`src/rtl/div_pkg.sv`:
```
// Shared definitions for the sequential divider: the default operand width,
// the controller state encoding and the iteration-counter sizing helper.
package div_pkg;

   localparam int DIV_N = 32;

   typedef enum logic [1:0] {
      IDLE = 2'd0,
      CALC = 2'd1,
      FIX  = 2'd2,
      DONE = 2'd3
   } div_state_t;

   // Bits needed to count 0..n-1 iterations (never less than one bit).
   function automatic int cnt_width(input int n);
      return (n > 1) ? $clog2(n) : 1;
   endfunction

endpackage

```
`src/rtl/div_seq_if.sv`:
```
// Request/result bundle of the sequential divider.
// Handshake: the requester raises start for one cycle with signed_op/A/B;
// the divider accepts it only while in IDLE. Results are valid in the single
// cycle where done is high and stay stable until the next accepted start.
// state mirrors the controller state for observation.
interface div_seq_if
   import div_pkg::*;
#(
   parameter int N = DIV_N
) ();

   logic         start;
   logic         signed_op;
   logic [N-1:0] A;
   logic [N-1:0] B;
   logic         busy;
   logic         done;
   logic [N-1:0] Q;
   logic [N-1:0] R;
   logic         DZ;
   div_state_t   state;

   modport master (
      output start, signed_op, A, B,
      input  busy, done, Q, R, DZ, state
   );

   modport slave (
      input  start, signed_op, A, B,
      output busy, done, Q, R, DZ, state
   );

endinterface

```
`src/rtl/div_step.sv`:
```
// One restoring-division step: shift the next dividend bit into the partial
// remainder, trial-subtract the divisor magnitude, and keep the difference
// only when no borrow occurs.
module div_step #(
   parameter int N = 32
) (
   input  logic [N-1:0] p,
   input  logic         a_msb,
   input  logic [N-1:0] b,
   output logic [N-1:0] p_next,
   output logic         q_bit
);

   logic [N:0]   shifted;
   logic         borrow;
   logic [N-1:0] trial;

   assign shifted = {p, a_msb};
   // Borrow of the N+1-bit trial subtraction.
   assign borrow  = (shifted < {1'b0, b});
   // Only the low N bits of the difference are kept; the top bit is zero
   // whenever the difference is accepted, so it is not needed.
   assign trial   = shifted[N-1:0] - b;
   assign p_next  = borrow ? shifted[N-1:0] : trial;
   assign q_bit   = ~borrow;

endmodule

```
`src/rtl/div_seq.sv`:
```
// Sequential restoring divider, signed or unsigned, N iterations per result.
// Optional macro DIV_ZERO_DETECT_EN: a zero divisor finishes in one cycle
// with DZ=1, Q=all ones, R=A. Without it DZ stays 0 and a zero divisor runs
// through the normal datapath.
module div_seq
   import div_pkg::*;
#(
   parameter int N = DIV_N
) (
   input logic      clk,
   input logic      rst,
   div_seq_if.slave bus
);

`ifdef DIV_ZERO_DETECT_EN
   localparam bit ZERO_DETECT = 1'b1;
`else
   localparam bit ZERO_DETECT = 1'b0;
`endif

   localparam int CW = cnt_width(N);

   div_state_t   state;
   logic [CW-1:0] cnt;
   logic [N-1:0] p;          // partial remainder
   logic [N-1:0] d;          // dividend magnitude, becomes the quotient
   logic [N-1:0] b_mag;
   logic         neg_q;
   logic         neg_r;
   logic         busy_r;
   logic         done_r;
   logic [N-1:0] q_r;
   logic [N-1:0] r_r;
   logic         dz_r;

   logic [N-1:0] a_in_mag;
   logic [N-1:0] b_in_mag;
   logic [N-1:0] p_next;
   logic         q_bit;

   // Operand magnitudes at the request; negation wraps modulo 2^N.
   assign a_in_mag = (bus.signed_op && bus.A[N-1]) ? -bus.A : bus.A;
   assign b_in_mag = (bus.signed_op && bus.B[N-1]) ? -bus.B : bus.B;

   div_step #(.N(N)) u_step (
      .p      (p),
      .a_msb  (d[N-1]),
      .b      (b_mag),
      .p_next (p_next),
      .q_bit  (q_bit)
   );

   // Controller and datapath: accept, iterate N times, fix signs, pulse done.
   always_ff @(posedge clk) begin
      if (rst) begin
         state  <= IDLE;
         cnt    <= '0;
         p      <= '0;
         d      <= '0;
         b_mag  <= '0;
         neg_q  <= 1'b0;
         neg_r  <= 1'b0;
         busy_r <= 1'b0;
         done_r <= 1'b0;
         q_r    <= '0;
         r_r    <= '0;
         dz_r   <= 1'b0;
      end else begin
         case (state)
            IDLE: begin
               done_r <= 1'b0;
               if (bus.start) begin
                  if (ZERO_DETECT && (bus.B == '0)) begin
                     state  <= DONE;
                     done_r <= 1'b1;
                     dz_r   <= 1'b1;
                     q_r    <= '1;
                     r_r    <= bus.A;
                  end else begin
                     state  <= CALC;
                     busy_r <= 1'b1;
                     cnt    <= '0;
                     p      <= '0;
                     d      <= a_in_mag;
                     b_mag  <= b_in_mag;
                     neg_q  <= bus.signed_op & (bus.A[N-1] ^ bus.B[N-1]);
                     neg_r  <= bus.signed_op & bus.A[N-1];
                  end
               end
            end
            CALC: begin
               p   <= p_next;
               d   <= {d[N-2:0], q_bit};
               cnt <= cnt + 1'b1;
               if (cnt == CW'(N - 1)) begin
                  state <= FIX;
               end
            end
            FIX: begin
               q_r    <= neg_q ? -d : d;
               r_r    <= neg_r ? -p : p;
               dz_r   <= 1'b0;
               busy_r <= 1'b0;
               done_r <= 1'b1;
               state  <= DONE;
            end
            DONE: begin
               done_r <= 1'b0;
               state  <= IDLE;
            end
            default: begin
               state <= IDLE;
            end
         endcase
      end
   end

   assign bus.busy  = busy_r;
   assign bus.done  = done_r;
   assign bus.Q     = q_r;
   assign bus.R     = r_r;
   assign bus.DZ    = dz_r;
   assign bus.state = state;

endmodule

```
`src/flat_wrapper.sv`:
```
// flat-port wrapper written by rule: the top's interface ports become plain ports
module div_seq_flat import div_pkg::*;
#(
   parameter int N = DIV_N
)
  (clk, rst, bus_start, bus_signed_op, bus_A, bus_B, bus_busy, bus_done, bus_Q, bus_R, bus_DZ, bus_state);
  div_seq_if #(.N(N)) bus_i ();
  input logic clk;
  input logic rst;
  input wire logic [$bits(bus_i.start)-1:0] bus_start;
  input wire logic [$bits(bus_i.signed_op)-1:0] bus_signed_op;
  input wire logic [$bits(bus_i.A)-1:0] bus_A;
  input wire logic [$bits(bus_i.B)-1:0] bus_B;
  output wire logic [$bits(bus_i.busy)-1:0] bus_busy;
  output wire logic [$bits(bus_i.done)-1:0] bus_done;
  output wire logic [$bits(bus_i.Q)-1:0] bus_Q;
  output wire logic [$bits(bus_i.R)-1:0] bus_R;
  output wire logic [$bits(bus_i.DZ)-1:0] bus_DZ;
  output wire logic [$bits(bus_i.state)-1:0] bus_state;
  assign bus_i.start = bus_start;
  assign bus_i.signed_op = bus_signed_op;
  assign bus_i.A = bus_A;
  assign bus_i.B = bus_B;
  assign bus_busy = bus_i.busy;
  assign bus_done = bus_i.done;
  assign bus_Q = bus_i.Q;
  assign bus_R = bus_i.R;
  assign bus_DZ = bus_i.DZ;
  assign bus_state = bus_i.state;
  div_seq #(.N(N)) u_core (.clk(clk), .rst(rst), .bus(bus_i));
endmodule
```
`config.mk`:
```
export PLATFORM = sky130hd
export DESIGN_NAME = div_seq_flat
export DESIGN_NICKNAME = d
export VERILOG_FILES = /design/src/rtl/div_pkg.sv /design/src/rtl/div_seq_if.sv /design/src/rtl/div_step.sv /design/src/rtl/div_seq.sv /design/src/flat_wrapper.sv
export SDC_FILE = /design/constraint.sdc
export NUM_CORES = 1
export LEC_CHECK = 0
export ABC_AREA = 1
export CAP_MARGIN = 20
export CELL_PAD_IN_SITES_DETAIL_PLACEMENT = 2
export CELL_PAD_IN_SITES_GLOBAL_PLACEMENT = 2
export CORE_MARGIN = 10
export CORE_UTILIZATION = 28
export CTS_CLUSTER_DIAMETER = 60
export DETAILED_ROUTE_END_ITERATION = 7
export GPL_TIMING_DRIVEN = 0
export PLACE_DENSITY_LB_ADDON = 0.05
export SYNTH_ARGS = -nofsm -noshare
export SYNTH_HDL_FRONTEND = slang
export SYNTH_SLANG_ARGS = --single-unit
```
`constraint.sdc`:
```
create_clock -name clk -period 1.9 [get_ports clk]
set_input_delay 0.38 -clock clk [delete_from_list [all_inputs] [get_ports clk]]
set_output_delay 0.38 -clock clk [all_outputs]
set_load 0.01 [all_outputs]
```
Word-level counts from Yosys, hierarchy flattened:

Cells that the tools add are included.

* bits in registers: 171

* $add $sub $neg: 6
* $lt $le $gt $ge: 1
* equal/unequal tests: 6
* multiplexer cells: 17
* bitwise logic cells: 4
* reduce and logical (&&, ||, !) cells: 11

Operators by type and width (number)
* two-way mux 32 bit: 7
* negation 32 bit: 4
* case mux 32 bit (2 select lines): 2
* less-than comparator 33 x 32 -> 1 bit: 1
* subtractor 32 bit: 1
* case mux 5 bit (2 select lines): 1
* case mux 2 bit (4 select lines): 1
* AND reduction 2 bit: 4
* nonzero test 2 bit: 3
* adder 5 x 1 -> 5 bit (second input constant): 1
* equality test 5 bit (second input constant): 1
* two-way mux 5 bit: 1
* equality test 2 bit (second input constant): 2
* two-way mux 2 bit: 2
* case mux 1 bit (2 select lines): 2
* bitwise AND 1 bit: 2
* equality test 2 x 1 -> 1 bit (second input constant): 1
* logical AND 1 bit: 2
* logical NOT 2 bit: 1
* != test 2 x 1 -> 1 bit (second input constant): 1
* != test 2 bit (second input constant): 1
* OR reduction 2 bit: 1
* two-way mux 1 bit: 1
* NOT 1 bit: 1
* bitwise XOR 1 bit: 1

Longest topological paths before layout:

Gate-level depths: netlist of the first run.

* depth after elaboration: 4
* depth in mapped cells: 16

Modules after synthesis:

Synthesis of the first run repeated with hierarchy kept, for this count alone.

* cell total of the unflattened synthesis: 2255
* area, all modules: 13265.2 um^2

By module, submodules not included
* div_seq: times used 1, cells an instance 1616, area an instance 10139.7 um^2
* div_step: times used 1, cells an instance 639, area an instance 3125.5 um^2

Least setup slack after synthesis of the first run:

OpenSTA, ideal clock, no wires.

* path type: reg-to-reg
* start: register u_core.d[31]
* end: register u_core.p[16]
* arrival time: 1.815 ns
* required time: 1.757 ns
* path slack: -0.058 ns
* stages on the path, launching flop included: 15
* path buffers: 0
* cells stage by stage: dfxtp_1 > inv_1 > ha_1 > fa_1 > inv_1 > nand3_1 > nand3_1 > nand2_1 > nand2_1 > nand2_1 > nand2_1 > xnor2_1 > nand2_1 > nand3_1 > a21oi_2

* word-level cells in the longest chain between the ends: 3
* elaborated cells on any way between the ends: 4
* those cells by class: add/sub (1); order compare (1); mux (2)

Ends and longest elaborated chain
* start: declaration: RTL line div_seq.sv:26 `logic [N-1:0] d;`
* start signal: assignment: RTL line div_seq.sv:84 `d <= a_in_mag;`
* start signal: assignment: RTL line div_seq.sv:93 `d <= {d[N-2:0], q_bit};`
* subtractor 32 bit / less-than comparator 33 x 32 -> 1 bit (equally long branches): RTL line div_step.sv:23, div_step.sv:20
* two-way mux 32 bit (*): RTL line div_step.sv:24 `assign p_next = borrow ? shifted[N-1:0] : trial;`
* case mux 32 bit (2 select lines) (*): RTL line div_seq.sv:69 `case (state)`
* end signal: assignment: RTL line div_seq.sv:92 `p <= p_next;`
* end: declaration: RTL line div_seq.sv:25 `logic [N-1:0] p;`

Every way passes the cells marked *; elsewhere a longest branch is shown, timed or not.
A chain may end at the register's enable or synchronous reset.

Worst setup path after layout of the first run:

* start: register u_core.b_mag[2]
* end: register u_core.p[11]

* word-level cells in the longest chain between the ends: 3
* elaborated cells on any way between the ends: 4
* those cells by class: add/sub (1); order compare (1); mux (2)

Ends and longest elaborated chain
* start: declaration: RTL line div_seq.sv:27 `logic [N-1:0] b_mag;`
* start signal: assignment: RTL line div_seq.sv:85 `b_mag <= b_in_mag;`
* subtractor 32 bit / less-than comparator 33 x 32 -> 1 bit (equally long branches): RTL line div_step.sv:23, div_step.sv:20
* two-way mux 32 bit (*): RTL line div_step.sv:24
* case mux 32 bit (2 select lines) (*): RTL line div_seq.sv:69

Marked as above.

==> results of run 1 <==
==> cell families (layout without fill, tap and decap cells) <==
group	count (synthesis)	after routing	synth area share
and+or+nand+nor	1134	1135	0.373
adders and majority gates	43	43	0.0418
buffers and inverters	471	750	0.140
other	1	2	0.000287
xor gates and xnor gates	54	54	0.0362
DFF	171	171	0.262
AOI/OAI and AO/OA	325	325	0.146
==> sequential cells by signal, summed over array words and instances (netlist names) <==
name	flops
u_core.p	32
u_core.cnt	5
u_core.bus.R	32
u_core.neg_q	1
u_core.d	32
u_core.bus.state	2
u_core.bus.Q	32
u_core.b_mag	32
u_core.bus.done	1
u_core.neg_r	1
u_core.bus.busy	1
==> metal layers <==
metal | vias up | part of all wire | track usage
met1 | 7892 | 0.47 | 0.303
met3 | 78 | 0.029 | 0.0385
met4 | 0 | 0.024 | 0.0682
met2 | 265 | 0.48 | 0.387
li1 | 7546 | - | -
met5 | - | 0 | 0
==> critical path, delay by kind of cell (launching register included) <==
kind	cells	cell delay (ns)
and+or+nand+nor	11	0.94
buffers and inverters	3	0.34
AOI/OAI and AO/OA	1	0.20
DFF	1	0.34
adders and majority gates	1	0.29
==> per-stage QoR <==
| stage | TNS (ns) | instances | util | worst slack (ns) | hold slack, ns |
|---|---|---|---|---|---|
| after floorplan | 0 | 2199 | - | 0.0171 | 0.443 |
| after global placement | -88.22 | 2940 | 0.327 | -0.895 | 0.446 |
| after detailed placement | -93.07 | 2940 | 0.327 | -0.927 | 0.452 |
| after CTS | -5.63 | 3041 | 0.379 | -0.224 | 0.466 |
| after global routing | -11.69 | 3087 | 0.410 | -0.379 | 0.279 |
| final | -7.67 | 3087 | 0.410 | -0.302 | 0.266 |
==> power by group <==
| part | total (W) | switching, W | internal [W] | leakage [nW] |
|---|---|---|---|---|
| sequential | 0.00550 | 0.000961 | 0.00454 | 1.43 |
| clock | 0.00382 | 0.00191 | 0.00190 | 0.300 |
| combinational | 0.0167 | 0.0103 | 0.00635 | 7.22 |
| total | 0.0260 | 0.0132 | 0.0128 | 8.95 |
==> placed cells by master (no fill, tap or decap), types with 17 or more instances in the layout <==
master and n:
clkbuf_1 18, nand3_4 20, ha_4 37, a21oi_1 100
nor2_1 193, nand2_1 482, nor2_2 29, xor2_1 30
nand3_2 43, nand2_4 29, buf_6 20, o221ai_1 18
a21oi_2 33, o211ai_1 20, o21ai_1 17, inv_2 54
nor3_1 19, nor2_4 33, a31oi_1 17, o22ai_1 25
clkbuf_16 18, inv_1 317, o21ai_0 77, dfxtp_4 22
dfxtp_1 102, inv_4 19, xnor2_1 17, clkbuf_2 17
nand4_1 32, buf_4 109, dfxtp_2 47, nand3_1 137
clkdlybuf4s50_1 119, nand2_2 75
==> worst min path at each step <==
stage / from / endpoint / slack (ns)
after floorplan: u_core.cnt[0] / u_core.cnt[0] / 0.44
after global placement: u_core.bus.done / u_core.bus.done / 0.45
after detailed placement: u_core.bus.done / u_core.bus.done / 0.45
after CTS: u_core.bus.done / u_core.bus.done / 0.47
after global routing: bus_A[0] / u_core.d[0] / 0.28
final: bus_A[0] / u_core.d[0] / 0.27
==> final cells by class <==
class | instances | share of cell area
timing repair buffer | 249 | 0.123
buffer | 75 | 0.0268
sequential | 171 | 0.187
multi-input combinational | 1558 | 0.509
inverter | 394 | 0.0811
clock inverter | 15 | 0.0102
tap | 607 | 0.0399
antenna | 1 | 0.000132
clock buffer | 17 | 0.0224
==> cell usage after synthesis, drive strengths merged, types with 2 or more instances <==
cell    number
o21ai      104
a21oi      135
clkinv       2
nand3b       7
or2          6
o21bai       2
o22ai       25
and3         2
dfxtp      171
xnor2       21
nor2       256
nand4       32
o221ai      18
ha          42
clkbuf      48
o211ai      20
a31oi       17
nand2      590
buf         29
nand3      200
inv        392
nor4         8
nor3        29
and2         4
xor2        33
==> timing repair <==
item	in CTS	in global routing
gates cloned	3	1
pin swaps	73	111
endpoints found under the setup margin	176	154
buffers inserted	67	45
gates resized for setup	359	316
hold endpoints to repair	0	0
==> results.py, run 1 <==
metrics = {
    "status": {
        "outcome": "finished, violations left",
        "violations": "negative setup slack",
    },
    "setup_path": {
        "r2r-end": "u_core.p[11]",
        "path_cells": "inv_2 > ha_4 > nand2_1 > nand2_2 > nand2_2 > nand2_1 > nand2_2 > nand3_4 > nand2_4 > nand2_4 > nand2_8 > buf_6 > buf_8 > nand3_4 > nand3_2 > a21oi_2",
        "cp_slowest_cell": "dfxtp_2",
        "r2r_start": "u_core.b_mag[2]",
        "cp.arrival_ns": 2.61,
        "crit_fanout": 5,
        "worst-setup-path-type": "flip-flop to flip-flop",
        "crit_end": "u_core.p[11]",
        "slowest_delay_ns": 0.34,
        "reg2regPathDepth": 16,
        "cpMostUsedCell": "nand2_2",
        "startpoint_type": "flip-flop",
        "r2r_slack_ns": -0.30,
        "critPathCaptureType": "flip-flop",
        "timing.critical_path.from": "u_core.b_mag[2]",
        "cp.required_ns": 2.31,
    },
    "yosys": {
        "ys_ff_latch": 171,
        "netlist.area_leader.share": 0.262,
        "netlist_top_cells_area": "dfxtp_1, nand2_1, inv_1, nand3_1, nor2_1",
        "synth_nets": 2310,
        "synthArstFlopShare": 0,
        "yosysSeqAreaShare": 0.262,
        "yosys_warnings": 0,
        "syn_area_mm2": 0.0131,
        "synth-edff-count": 0,
        "ys.flop_type": "dfxtp_1",
        "synth_cell_types": 46,
        "syn_avg_cell_area_um2": 5.94,
        "synth_largest_area_cell": "dfxtp_1",
        "syn_inst": 2199,
    },
    "cells_and_area": {
        "synthToLayoutAreaGrowth_pct": 45.5,
        "layout.nets": 2577,
        "fillers": 5493,
        "stdcell_area_mm2": 0.0190,
        "multi_input_area_mm2": 0.00968,
        "drive_gt1_frac": 0.279,
        "regArea_mm2": 0.00356,
    },
    "routing": {
        "wl_mm": 70.1,
        "dr.pass1.iters": 7,
        "drc": 0,
        "antenna_left": 0,
        "vias": 15800,
        "detail_route.iter0.violations": 877,
        "avgRoutedWirePerCell_um": 22.7,
        "via_per_inst": 5.11,
    },
    "sta": {
        "setup_viol": 35,
        "fin_crit_sh": 1.16,
        "finClkSkew_ns": 0.0138,
        "fmax_mhz": 454,
        "slew_headroom": 0.392,
        "tightest_slew_ns": 0.911,
        "fin_ws_ns": -0.302,
        "slew_violations": 0,
        "rsz0062_at_grt": "true",
        "period_needed_ns": 2.20,
        "finalHoldViolCount": 0,
    },
    "clocking": {
        "cts_tree": "built",
        "cts_max_level": 4,
        "cts_sinks": 171,
        "clock_latency_ns": 0.50,
        "cts_buffers": 17,
        "holdBufCountCts": 0,
        "cts_root_buffer": "clkbuf_16",
        "cts.reportedPaths.clkPinSlew_ns": 0.08,
        "clock_path_buffers": 2,
    },
    "global_route": {
        "grt_max_degree": 20,
        "grt_pass1_vias": 16700,
        "antenna_found_initial": 1,
        "grt_pass1_wl_mm": 101,
        "overflow": 0,
        "grtUsageTotal": 0.233,
    },
    "power": {
        "p_leak_nw": 8.95,
        "ir_worst_vdd_mv": 0.802,
        "power.density_mw_per_mm2": 1370,
        "total_power_w": 0.0260,
    },
    "floorplan": {
        "core_mm2": 0.0464,
        "die_w_um": 236,
        "dieHeight_um": 236,
        "initial_core_util": 0.282,
        "die-area_mm2": 0.0557,
        "rows": 79,
        "pin_count": 137,
    },
    "worst_hold_path": {
        "min_path_type": "input pin to flip-flop",
        "min_path_cells": 3,
    },
    "placed_design": {
        "hpwl_mm": 53.3,
        "gp_congestion": 0.904,
        "place_area_mm2": 0.0152,
        "io_buffers": 134,
    },
    "job": {
        "drv_cap": 0,
    },
}
No activity file was read; power rests on OpenSTA's default activity.
==> run 2: changes to the inputs <==
- CORE_UTILIZATION: 28 -> 30
- DONT_BUFFER_PORTS: unset -> 1
- PLACE_DENSITY: unset -> 0.86
- PLACE_DENSITY_LB_ADDON: 0.05 -> unset
==> run 2 against run 1 <==
Net effect:
- the run still ends with negative setup slack left
- clock skew rose by 0.045 ns
- count of clock-buffer cells in the layout increased by 1
- clock power is 5% higher
- largest power group unchanged
- sequential power up 14%
- wire length up 60%
- cell count is 3.4% lower
- critical path type unchanged
==> results.py, run 2 (same netlist as run 1, synthesis figures left out) <==
metrics = {
    "status": {
        "outcome": "finished, violations left",
        "violations": "negative setup slack",
    },
    "clocking": {
        "cts_buffers": 17,
        "cts_sinks": 171,
        "clock_latency_ns": 0.57,
        "cts_root_buffer": "clkbuf_16",
        "cts_tree": "built",
        "cts.reportedPaths.clkPinSlew_ns": 0.12,
        "cts_max_level": 4,
        "clock_path_buffers": 2,
    },
    "global_route": {
        "grt_pass1_vias": 19400,
        "overflow": 0,
        "grt_pass1_wl_mm": 132,
        "antenna_found_initial": 7,
        "grtUsageTotal": 0.332,
        "grt_max_degree": 17,
    },
    "routing": {
        "dr.pass1.iters": 6,
        "wl_mm": 112,
        "detail_route.iter0.violations": 2317,
        "avgRoutedWirePerCell_um": 37.6,
        "vias": 19000,
        "drc": 0,
        "via_per_inst": 6.38,
        "antenna_left": 0,
    },
    "placed_design": {
        "gp_congestion": 0.907,
        "hpwl_mm": 51.6,
        "place_area_mm2": 0.0138,
        "place_inst": 2784,
        "pre_cts_slack_ns": -0.990,
        "io_buffers": 0,
    },
    "floorplan": {
        "rows": 76,
        "dieHeight_um": 229,
        "pin_count": 137,
        "initial_core_util": 0.303,
        "core_mm2": 0.0431,
        "die-area_mm2": 0.0523,
        "die_w_um": 229,
    },
    "sta": {
        "fin_crit_sh": 1.52,
        "slew_violations": 0,
        "finClkSkew_ns": 0.0590,
        "period_needed_ns": 2.88,
        "rsz0062_at_grt": "true",
        "tightest_slew_ns": 1.27,
        "fin_ws_ns": -0.981,
        "fmax_mhz": 347,
        "setup_viol": 111,
        "finalHoldViolCount": 0,
        "slew_headroom": 0.155,
    },
    "job": {
        "drv_cap": 0,
    },
    "worst_hold_path": {
        "min_from": "bus_B[21]",
        "min_path_cells": 2,
        "min_path_type": "input pin to flip-flop",
        "hold_end": "u_core.b_mag[21]",
    },
    "cells_and_area": {
        "final_common_cell": "nand2_1",
        "post_layout_nonfiller_instances": 2981,
        "layout_common_cells": "nand2_1, inv_1, nor2_1, buf_4, nand2_2",
        "layout.nets": 2491,
        "drive_gt1_frac": 0.358,
        "stdcell_area_mm2": 0.0186,
        "synthToLayoutAreaGrowth_pct": 42.7,
    },
    "setup_path": {
        "r2r_start": "u_core.p[18]",
        "critPathCaptureType": "flip-flop",
        "reg2regPathDepth": 13,
        "crit_fanout": 8,
        "r2r_slack_ns": -0.98,
        "cp.required_ns": 2.30,
        "startpoint_type": "flip-flop",
        "r2r-end": "u_core.p[12]",
        "worst-setup-path-type": "flip-flop to flip-flop",
        "cp.arrival_ns": 3.28,
    },
    "power": {
        "total_power_w": 0.0307,
        "ir_worst_vdd_mv": 0.943,
        "power.density_mw_per_mm2": 1650,
        "p_leak_nw": 8.80,
    },
}
-- run 2: cell types whose count changed in the layout (fill, tap and decap cells not counted), sizes merged, moves of 3 or more --
| cell | before | now |
|---|---|---|
| buf | 144 | 191 |
| clkbuf | 62 | 65 |
| clkdlybuf4s50 | 119 | 0 |
| clkinvlp | 2 | 11 |
| dlygate4sd2 | 4 | 0 |
| dlymetal6s2s | 11 | 0 |
| inv | 400 | 389 |
-- run 2: metal layers --
layer,routed length (um),global-route usage
met1,39700,0.353
met2,50200,0.554
met3,12000,0.0875
met4,10100,0.257
met5,24,0
-- run 2: worst max-delay path, stage by stage, from the launching register on --
cell     delay, ns
dfxtp_4       0.48
ha_4          0.27
nand2_4       0.10
inv_2         0.07
nand2_1       0.11
nand2_2       0.10
a21oi_4       0.17
nor2_4        0.08
nor2_8        0.22
nand2_8       0.17
buf_16        0.20
nand2_1       0.12
nand3_1       0.11
a21oi_2       0.49
-- run 2: worst max-delay path by stage --
stage / startpoint / slack [ns] / cells past startpoint / endpoint
after floorplan: u_core.p[27] / 0.02 / 10 / u_core.p[9]
after global placement: u_core.bus.state[0] / -0.82 / 8 / u_core.p[2]
after detailed placement: u_core.bus.state[0] / -0.99 / 8 / u_core.p[2]
after CTS: u_core.d[31] / -0.25 / 14 / u_core.p[16]
after global routing: u_core.p[18] / -0.93 / 13 / u_core.p[12]
final: u_core.p[18] / -0.98 / 13 / u_core.p[12]
-- run 2: power breakdown --
| group | switching, W | internal (W) | leakage [nW] |
|---|---|---|---|
| registers | 0.00173 | 0.00455 | 1.44 |
| logic | 0.0138 | 0.00658 | 7.11 |
| clock network | 0.00227 | 0.00174 | 0.256 |
| total | 0.0178 | 0.0129 | 8.80 |
-- run 2: final cells by class --
type | instances | area [um^2]
fillers | 4989 | 24400
multi-input cells | 1558 | 10200
flip-flops and latches | 171 | 3590
inverters | 394 | 1590
repair buffers | 164 | 1450
well taps | 585 | 732
plain buffers | 74 | 538
clock buffers | 18 | 439
clock inverters | 14 | 118
diodes | 3 | 7.51
-- run 2: repair_timing --
action / 4_1_cts / 5_1_grt
gates resized for setup: 456 / 391
hold buffers: 0 / 0
setup endpoints to repair: 168 / 152
gates cloned: 4 / 1
buffers inserted: 97 / 67
pin swaps: 86 / 130
-- run 2: stage by stage --
step           TNS, ns  hold WS [ns]  utilization
6_report        -35.90        0.0532        0.433
2_1_floorplan        0         0.443            -
3_5_place_dp    -92.41         0.471        0.320
4_1_cts          -5.31        0.0841        0.390
3_3_place_gp    -71.33         0.456        0.320
5_1_grt         -36.00        0.0797        0.433
